`config.mk`:
```
export PLATFORM = sky130hd
export DESIGN_NAME = tone_player
export DESIGN_NICKNAME = d
export VERILOG_FILES = /design/src/rtl/tone_player.sv
export SDC_FILE = /design/constraint.sdc
export NUM_CORES = 1
export LEC_CHECK = 0
export CAP_MARGIN = 10
export CORE_ASPECT_RATIO = 1.2
export CORE_MARGIN = 2
export CORE_UTILIZATION = 64
export DETAILED_ROUTE_END_ITERATION = 8
export DONT_BUFFER_PORTS = 1
export MAX_ROUTING_LAYER = met4
export PLACE_DENSITY = 0.88
export SLEW_MARGIN = 5
export SYNTH_ARGS = -nofsm -noshare
export SYNTH_HDL_FRONTEND = slang
export SYNTH_SLANG_ARGS = --single-unit
```
`constraint.sdc`:
```
create_clock -name CLK -period 3.32 [get_ports CLK]
set_input_delay 0.332 -clock CLK [delete_from_list [all_inputs] [get_ports CLK]]
set_output_delay 0.332 -clock CLK [all_outputs]
set_load 0.01 [all_outputs]
```
`src/rtl/tone_player.sv`:
```
// rtl/tone_player.sv - sequenced square-wave tone player with one-deep note buffer
module tone_player #(
  parameter int CLK_F    = 32,
  parameter int PERIOD_W = 32,
  parameter int DUR_W    = 16,
  parameter int GAP_MS   = 0
) (
  input  logic                CLK,
  input  logic                RST,
  input  logic [PERIOD_W-1:0] note_period,
  input  logic [DUR_W-1:0]    note_dur,
  input  logic                note_valid,
  output logic                note_ready,
  output logic                tone_out,
  output logic                busy,
  output logic                done
);

  localparam int HALF = CLK_F / 2;
  localparam int PRE_W = $clog2(HALF + 1);
  localparam logic [PRE_W-1:0] PRE_MAX = PRE_W'(HALF - 1);
  localparam logic [DUR_W-1:0] GAP_LEN = DUR_W'(GAP_MS);
  localparam logic [10:0] MS_MAX = 11'd1999;

  typedef enum logic [1:0] {IDLE, PLAY, GAP} state_t;

  state_t              state;
  logic                hold_valid;
  logic [PERIOD_W-1:0] hold_period;
  logic [DUR_W-1:0]    hold_dur;
  logic [PERIOD_W-1:0] act_period;
  logic [DUR_W-1:0]    act_dur;
  logic [PRE_W-1:0]    presc;
  logic [PERIOD_W-1:0] phase;
  logic [10:0]         ms_cnt;
  logic [DUR_W-1:0]    elapsed;

  logic tick, ms_wrap, play_end, gap_end, slot_free, load, go_idle, accept;

  always_comb begin
    tick      = (state != IDLE) && (presc == PRE_MAX);
    ms_wrap   = tick && (ms_cnt == MS_MAX);
    play_end  = (state == PLAY) &&
                ((act_dur == '0) || (ms_wrap && (elapsed == act_dur - 1'b1)));
    gap_end   = (state == GAP) && ms_wrap && (elapsed == GAP_LEN - 1'b1);
    // The active slot frees at IDLE, at a gapless note end, or when the gap expires.
    slot_free = (state == IDLE) || (play_end && (GAP_MS == 0)) || gap_end;
    load      = slot_free && hold_valid;
    go_idle   = slot_free && !hold_valid && (state != IDLE);
    accept    = note_valid && note_ready;
  end

  always_ff @(posedge CLK) begin
    if (RST) begin
      state       <= IDLE;
      hold_valid  <= 1'b0;
      hold_period <= '0;
      hold_dur    <= '0;
      act_period  <= '0;
      act_dur     <= '0;
      presc       <= '0;
      phase       <= '0;
      ms_cnt      <= '0;
      elapsed     <= '0;
      note_ready  <= 1'b1;
      tone_out    <= 1'b0;
      busy        <= 1'b0;
      done        <= 1'b0;
    end else begin
      // Accept and drain are exclusive: accept needs an empty buffer, drain a full one.
      if (accept) begin
        hold_valid  <= 1'b1;
        hold_period <= note_period;
        hold_dur    <= note_dur;
        note_ready  <= 1'b0;
      end else if (load) begin
        hold_valid <= 1'b0;
        note_ready <= 1'b1;
      end

      done <= go_idle;
      if (go_idle || (state == IDLE && !hold_valid))
        busy <= accept;
      else
        busy <= 1'b1;

      if (load) begin
        state      <= PLAY;
        act_period <= hold_period;
        act_dur    <= hold_dur;
        presc      <= '0;
        phase      <= '0;
        ms_cnt     <= '0;
        elapsed    <= '0;
        tone_out   <= 1'b0;
      end else if (go_idle) begin
        state    <= IDLE;
        presc    <= '0;
        phase    <= '0;
        ms_cnt   <= '0;
        elapsed  <= '0;
        tone_out <= 1'b0;
      end else if (play_end) begin
        state    <= GAP;
        presc    <= '0;
        phase    <= '0;
        ms_cnt   <= '0;
        elapsed  <= '0;
        tone_out <= 1'b0;
      end else if (state != IDLE) begin
        presc <= tick ? '0 : presc + 1'b1;
        if (tick) begin
          ms_cnt <= ms_wrap ? '0 : ms_cnt + 1'b1;
          if (ms_wrap)
            elapsed <= elapsed + 1'b1;
          // Rests never advance the phase, so tone_out stays low.
          if (state == PLAY && act_period != '0) begin
            if (phase == act_period - 1'b1) begin
              phase    <= '0;
              tone_out <= ~tone_out;
            end else begin
              phase <= phase + 1'b1;
            end
          end
        end
      end
    end
  end

endmodule
```
# Word level (Yosys, flattened, before mapping)
# Cells that the tools add are included.
classes:
  n_addsub: 6
  eq_ne: 7
  mux: 11
  bitwise: 1
  n_reduce_logical: 29
ops:
  columns: ["operator", "count"]
  rows:
  - ["adder 32 x 1 -> 32 bit (second input constant)", 1]
  - ["== test 32 bit", 1]
  - ["2-to-1 mux 32 bit", 1]
  - ["nonzero test 32 bit", 1]
  - ["subtractor 32 x 1 -> 32 bit (second input constant)", 1]
  - ["adder 16 x 1 -> 16 bit (second input constant)", 1]
  - ["== test 16 bit", 1]
  - ["== test 16 bit (second input constant)", 1]
  - ["logical NOT 16 bit", 1]
  - ["subtractor 16 x 1 -> 16 bit (second input constant)", 1]
  - ["logical AND 1 bit", 12]
  - ["adder 11 x 1 -> 11 bit (second input constant)", 1]
  - ["== test 11 bit (second input constant)", 1]
  - ["2-to-1 mux 11 bit", 1]
  - ["2-to-1 mux 1 bit", 8]
  - ["AND reduction 3 bit", 2]
  - ["adder 5 x 1 -> 5 bit (second input constant)", 1]
  - ["== test 5 x 4 -> 1 bit (second input constant)", 1]
  - ["2-to-1 mux 5 bit", 1]
  - ["logical OR 1 bit", 4]
  - ["AND reduction 4 bit", 1]
  - ["nonzero test 2 bit", 2]
  - ["OR reduction 4 bit", 1]
  - ["nonzero test 3 bit", 1]
  - ["7 further kinds", 7]
word_totals:
  regBits: 167
  in_bits: 51
  output_inout_bits: 4
  wordCells: 69

# Longest topological paths before layout
depth:
  depth_word: 12
  depth_mapped: 13
  mapped_depth_nobuf: 10

# Worst setup path before layout
# OpenSTA, ideal clock, no wires.
synth_path:
  kind: "flip-flop to flip-flop"
  start: "register act_dur[0]"
  end: "register phase[21]"
  setup_time_ps: 119
  arrival_ps: 2736
  required_time_ps: 3201
  setup_slack_ps: 464
  path_stages_with_launch: 14
  path_buffers: 3
  period_less_slack_ps: 2856
  cell_sequence: "dfxtp_1 -> inv_1 -> ha_1 -> buf_2 -> nor4b_4 -> xor2_1 -> or3_1 -> o311ai_0 -> nand4_1 -> o31ai_4 -> a31o_2 -> buf_2 -> buf_4 -> nor3_1"
synth_via:
  elab_chain_len: 10
  elab_cells_between_ends: 12
  classes_between: "1 x add/sub; 1 x eq/ne; 10 x reduce/logical"
synth_rtl:
  columns: ["element", "line", "source"]
  rows:
  - ["from (decl)", "32", "logic [DUR_W-1:0] act_dur;"]
  - ["from (signal assigned)", "90", "act_dur <= hold_dur;"]
  - ["subtractor 16 x 1 -> 16 bit", "44", "((act_dur == '0) || (ms_wrap && (elapsed == act_dur - 1'b1)));"]
  - ["== test 16 bit", "44", null]
  - ["logical AND 1 bit", "44", null]
  - ["logical OR 1 bit (*)", "44", null]
  - ["logical AND 1 bit (*)", "43", "play_end = (state == PLAY) &&"]
  - ["logical OR 1 bit (2 in series)", "47", "slot_free = (state == IDLE) || (play_end && (GAP_MS == 0)) || gap_end;"]
  - ["logical AND 1 bit (2 in series)", "49", "go_idle = slot_free && !hold_valid && (state != IDLE);"]
  - ["OR reduction 4 bit (no source line) (*)", null, null]
  - ["to (signal assigned)", "122", "phase <= phase + 1'b1;"]
  - ["to (decl)", "34", "logic [PERIOD_W-1:0] phase;"]
# Every way passes the cells marked *; elsewhere a longest branch is shown, timed or not.
# A chain may end at the register's enable or synchronous reset.

# Worst setup path in the final report
layout_path:
  start: "register act_dur[0]"
  end: "register ms_cnt[6]"
layout_via:
  elab_chain_len: 10
  elab_cells_between_ends: 12
  classes_between: "1 x add/sub; 1 x eq/ne; 10 x reduce/logical"
layout_rtl:
  columns: ["element", "line", "source"]
  rows:
  - ["subtractor 16 x 1 -> 16 bit", "44", null]
  - ["== test 16 bit", "44", null]
  - ["logical AND 1 bit", "44", null]
  - ["logical OR 1 bit (*)", "44", null]
  - ["logical AND 1 bit (*)", "43", null]
  - ["logical OR 1 bit (2 in series)", "47", null]
  - ["logical AND 1 bit (2 in series)", "49", null]
  - ["OR reduction 4 bit (no source line) (*)", null, null]
  - ["to (signal assigned)", "113", "ms_cnt <= ms_wrap ? '0 : ms_cnt + 1'b1;"]
  - ["to (decl)", "35", "logic [10:0] ms_cnt;"]
# Marked as above.

==> results.md <==
- Syn nets: about 1.1k
- Simple-gate share of the synthesized area: 32.6%
- Asr flop ratio synth: 0%
- Leakage: 3.58 nW
- Pwr/cell area: 473 mW/mm^2
- Crit share post-route: 93.6%
- Sw frac: between 20% and 30%
- Largest net degree at the start of global routing: 93
- RSZ-0062 raised after global routing: no
- Top Ports: 55
- Syn Std Cell Area: 0.00919 sq mm
- Crit path max fanout: between 60 and 70
- Cts bufs inserted: 17
- Dpl hpwl: around 15 mm
- GRT overflow: 0
- Clock insertion delay at the later pin of the skew report: ~440 ps
- WP data arrival: between 3000 and 4000 ps
- Fin. Hold Viols: 0
- Initial Util: approximately two thirds
- Port-buffer cells: 0
- Slew Limit Fails: 0
- Most common cell in the netlist: dfxtp_1
- Critical path class: flop to flop
- Worst-path cell chain: inv_1 -> ha_1 -> nor4b_4 -> a21oi_1 -> a211o_1 -> and3_1 -> a21oi_1 -> o31ai_4 -> buf_4 -> a31o_2 -> buf_12 -> nor3_1
- Nets: ~1.1k
- Metal2 WL: about 11 mm
- 1st-pass router iterations: 5
- Remaining antenna violation count: 0
- Logic pwr share: a little under an eighth
- Top layer in use: met4
- Psw: about 0.0013 W
- DRT Wirelength: around 22 mm
- Buffer count from post-CTS setup fixing: 0
- Clock Power Share: 43.2%
- Setup_tns: 0 ps
- Top cells by count, synth: 167 x dfxtp_1, 147 x nand2_1, 89 x nand2b_1
- Post-synthesis compound-gate area fraction: 9.00%
- Worst slew pin tran: 1120 ps
- Yosys warning count: 0
- Post-synthesis sequential area ratio: 36.4%
- Layout cells sized above 1: 10.3%
- Total GRT Usage: between 20 and 30%
- Syn avg cell area: between 8 and 9 sq um
- Core area: between 0.01 and 0.015 sq mm
- Number of unique standard cell types used by synthesis: 73
- Vias in the first global route: roughly 7.5k
- Initial antenna violation count: 0
- Die Ht: around 140 microns
- # DRC: 0
- Setup crit start kind: flop
- Max-cap violations: 0
- Critical path endpoint category: flop
- Placer Congestion: 0.950
- 1st-iter DRT viols: ~530
- Syn Inst Count: approximately 1.1k
- Area growth syn-to-layout: 8.16%
- Minimum clock period: roughly 3100 ps
- Slowest cell delay on critical path: roughly 380 ps
- Hold path startpoint: note_dur[7]
- Crit path max-delay family: compound AO/OA/AOI/OAI gates
- Achievable Freq: 322 MHz
- R2R setup slack: about 210 ps
- Clock-pin slew on the worst setup and hold paths: approximately 70 ps
- Status: finished, final reports clean
- # rows: 47
- Ys flop type: dfxtp_1
- CP Buf/Inv Count: 3
- FF-to-FF path depth: 12
- Share of total power in sequential cells: about 45%
- CTS Sinks: roughly 170
- Area leader, netlist: dfxtp_1
- First-pass GRT wire length: approximately 35 mm
- Die area: between 0.015 and 0.02 sq mm
- H-tree level count: 4
- HP Class: input port to flop
- Post-synth EDFFs: 0
- Fin Clk Skew: approximately 12 ps
- CP startpoint: act_dur[0]
- CTS tree: yes
- Root Buffer: clkbuf_16
- Critical-path top delay cell: nor4b_4
- Largest cells by area after synthesis: dfxtp_1 36%, nand2b_1 6.1%, nand2_1 6.0%, xnor2_1 5.6%, mux2i_1 5.6%
- VDD IR-drop max: 0.380 mV
- Tot Pwr: 0.00470 W
- Vias/cell: slightly above 6
- Cell internal pwr: roughly 0.0034 W
- Clk buf depth: 2
- Top cell type's share of synthesized area: a little over a third
- Routed vias: approximately 7.7k
- CP required: 3670 ps
- Post-Synth Adder-Cell Area: under 10%
- Post-synthesis xor/xnor area fraction: 11.1%
- Hold depth: 2
- Most frequent CP cell: a21oi_1
- Multiplexer share of the synthesized area: ~5.6%
- Slew headroom: between 20% and 30%
- RR Endpoint: ms_cnt[6]
- Routed len/inst: between 15 and 20 microns
- Final setup fails: 0
- Die Width: between 100 and 150 microns
- #FFs+latches synth: 167
- WL met3: a little under 800 microns
- Worst Hold Endpoint: hold_dur[7]
- Main combinational cell family by area after synthesis: simple AND/OR/NAND/NOR gates
- Reg-to-Reg Start: act_dur[0]
- Ant diodes: 0
- Met1 WL: about 8.4 mm
cell usage in the layout, fill, tap and decap left out, drive strengths merged, types with 32 or more instances in the layout:
master  instances
mux2i          51
nand4          32
nor2           72
nand2         147
dfxtp         167
nor3           61
xor2           57
a21oi          69
nand2b         89
xnor2          59
registers in the layout, indices dropped and copies added, names as in the netlist, 5 cells and up:
signal       flops
act_dur         16
hold_period     32
hold_dur        16
presc            5
ms_cnt          11
phase           32
act_period      32
elapsed         16
final cells by class:
| class | count | area [sq um] |
|---|---|---|
| Inverter | 18 | 67.6 |
| Multi-Input combinational cell | 842 | 5450 |
| Sequential cell | 167 | 3340 |
| Clock buffer | 17 | 425 |
| Fill cell | 1061 | 4000 |
| Timing Repair Buffer | 27 | 253 |
| Tap cell | 171 | 214 |
| Clock inverter | 15 | 180 |
kinds of logic (layout without fill, tap and decap cells):
logic type,count (synthesis),count (layout)
and+or+nand+nor,534,534
DFF,167,167
AOI/OAI and AO/OA,133,133
xor gates and xnor gates,116,116
buffers and inverters,81,77
muxes,51,51
adders and majority gates,8,8
through the flow:
stage / util [%] / instances / hold WS (ps) / area [sq um] / setup slack (ps)
3_3_place_gp: 66.8 / 1224 / 408 / 9310 / 351
2_1_floorplan: - / 1090 / 430 / 9190 / 464
6_report: 71.3 / 1257 / 15.2 / 9940 / 213
4_1_cts: 71.3 / 1257 / 6.21 / 9940 / 252
3_5_place_dp: 66.8 / 1224 / 410 / 9310 / 268
5_1_grt: 71.3 / 1257 / 12.6 / 9940 / 8.74
how the worst max path moves through the flow:
stage               slack (ps)        end  depth (start not counted)
finish                     210  ms_cnt[6]                         12
floorplan                  460  phase[21]                         13
global route                 9  phase[24]                         12
detailed placement         270  phase[31]                         12
CTS                        250  phase[31]                         12
global placement           350  phase[21]                         10
layer usage:
layer | vias to the layer above | track usage, %
li1 | 3757 | -
met1 | 3590 | 30.5
met2 | 235 | 51.6
met3 | 94 | 5.55
met4 | 0 | 16.7
met5 | - | -
timing repair:
| action | in CTS | in global routing |
|---|---|---|
| endpoints found under the hold margin | 55 | 0 |
| resized for setup | 0 | 0 |
| hold buffers | 1 | 0 |
power by group through the flow:
stage	Combinational [W]	Sequential [W]	Clock, W
3_5_place_dp	0.000541	0.00215	0
2_1_floorplan	0.000454	0.00213	0
5_1_grt	0.000615	0.00211	0.00213
3_3_place_gp	0.000532	0.00215	0
4_1_cts	0.000559	0.00211	0.00205
6_report	0.000566	0.00211	0.00203
No activity file was read; power rests on OpenSTA's default activity.
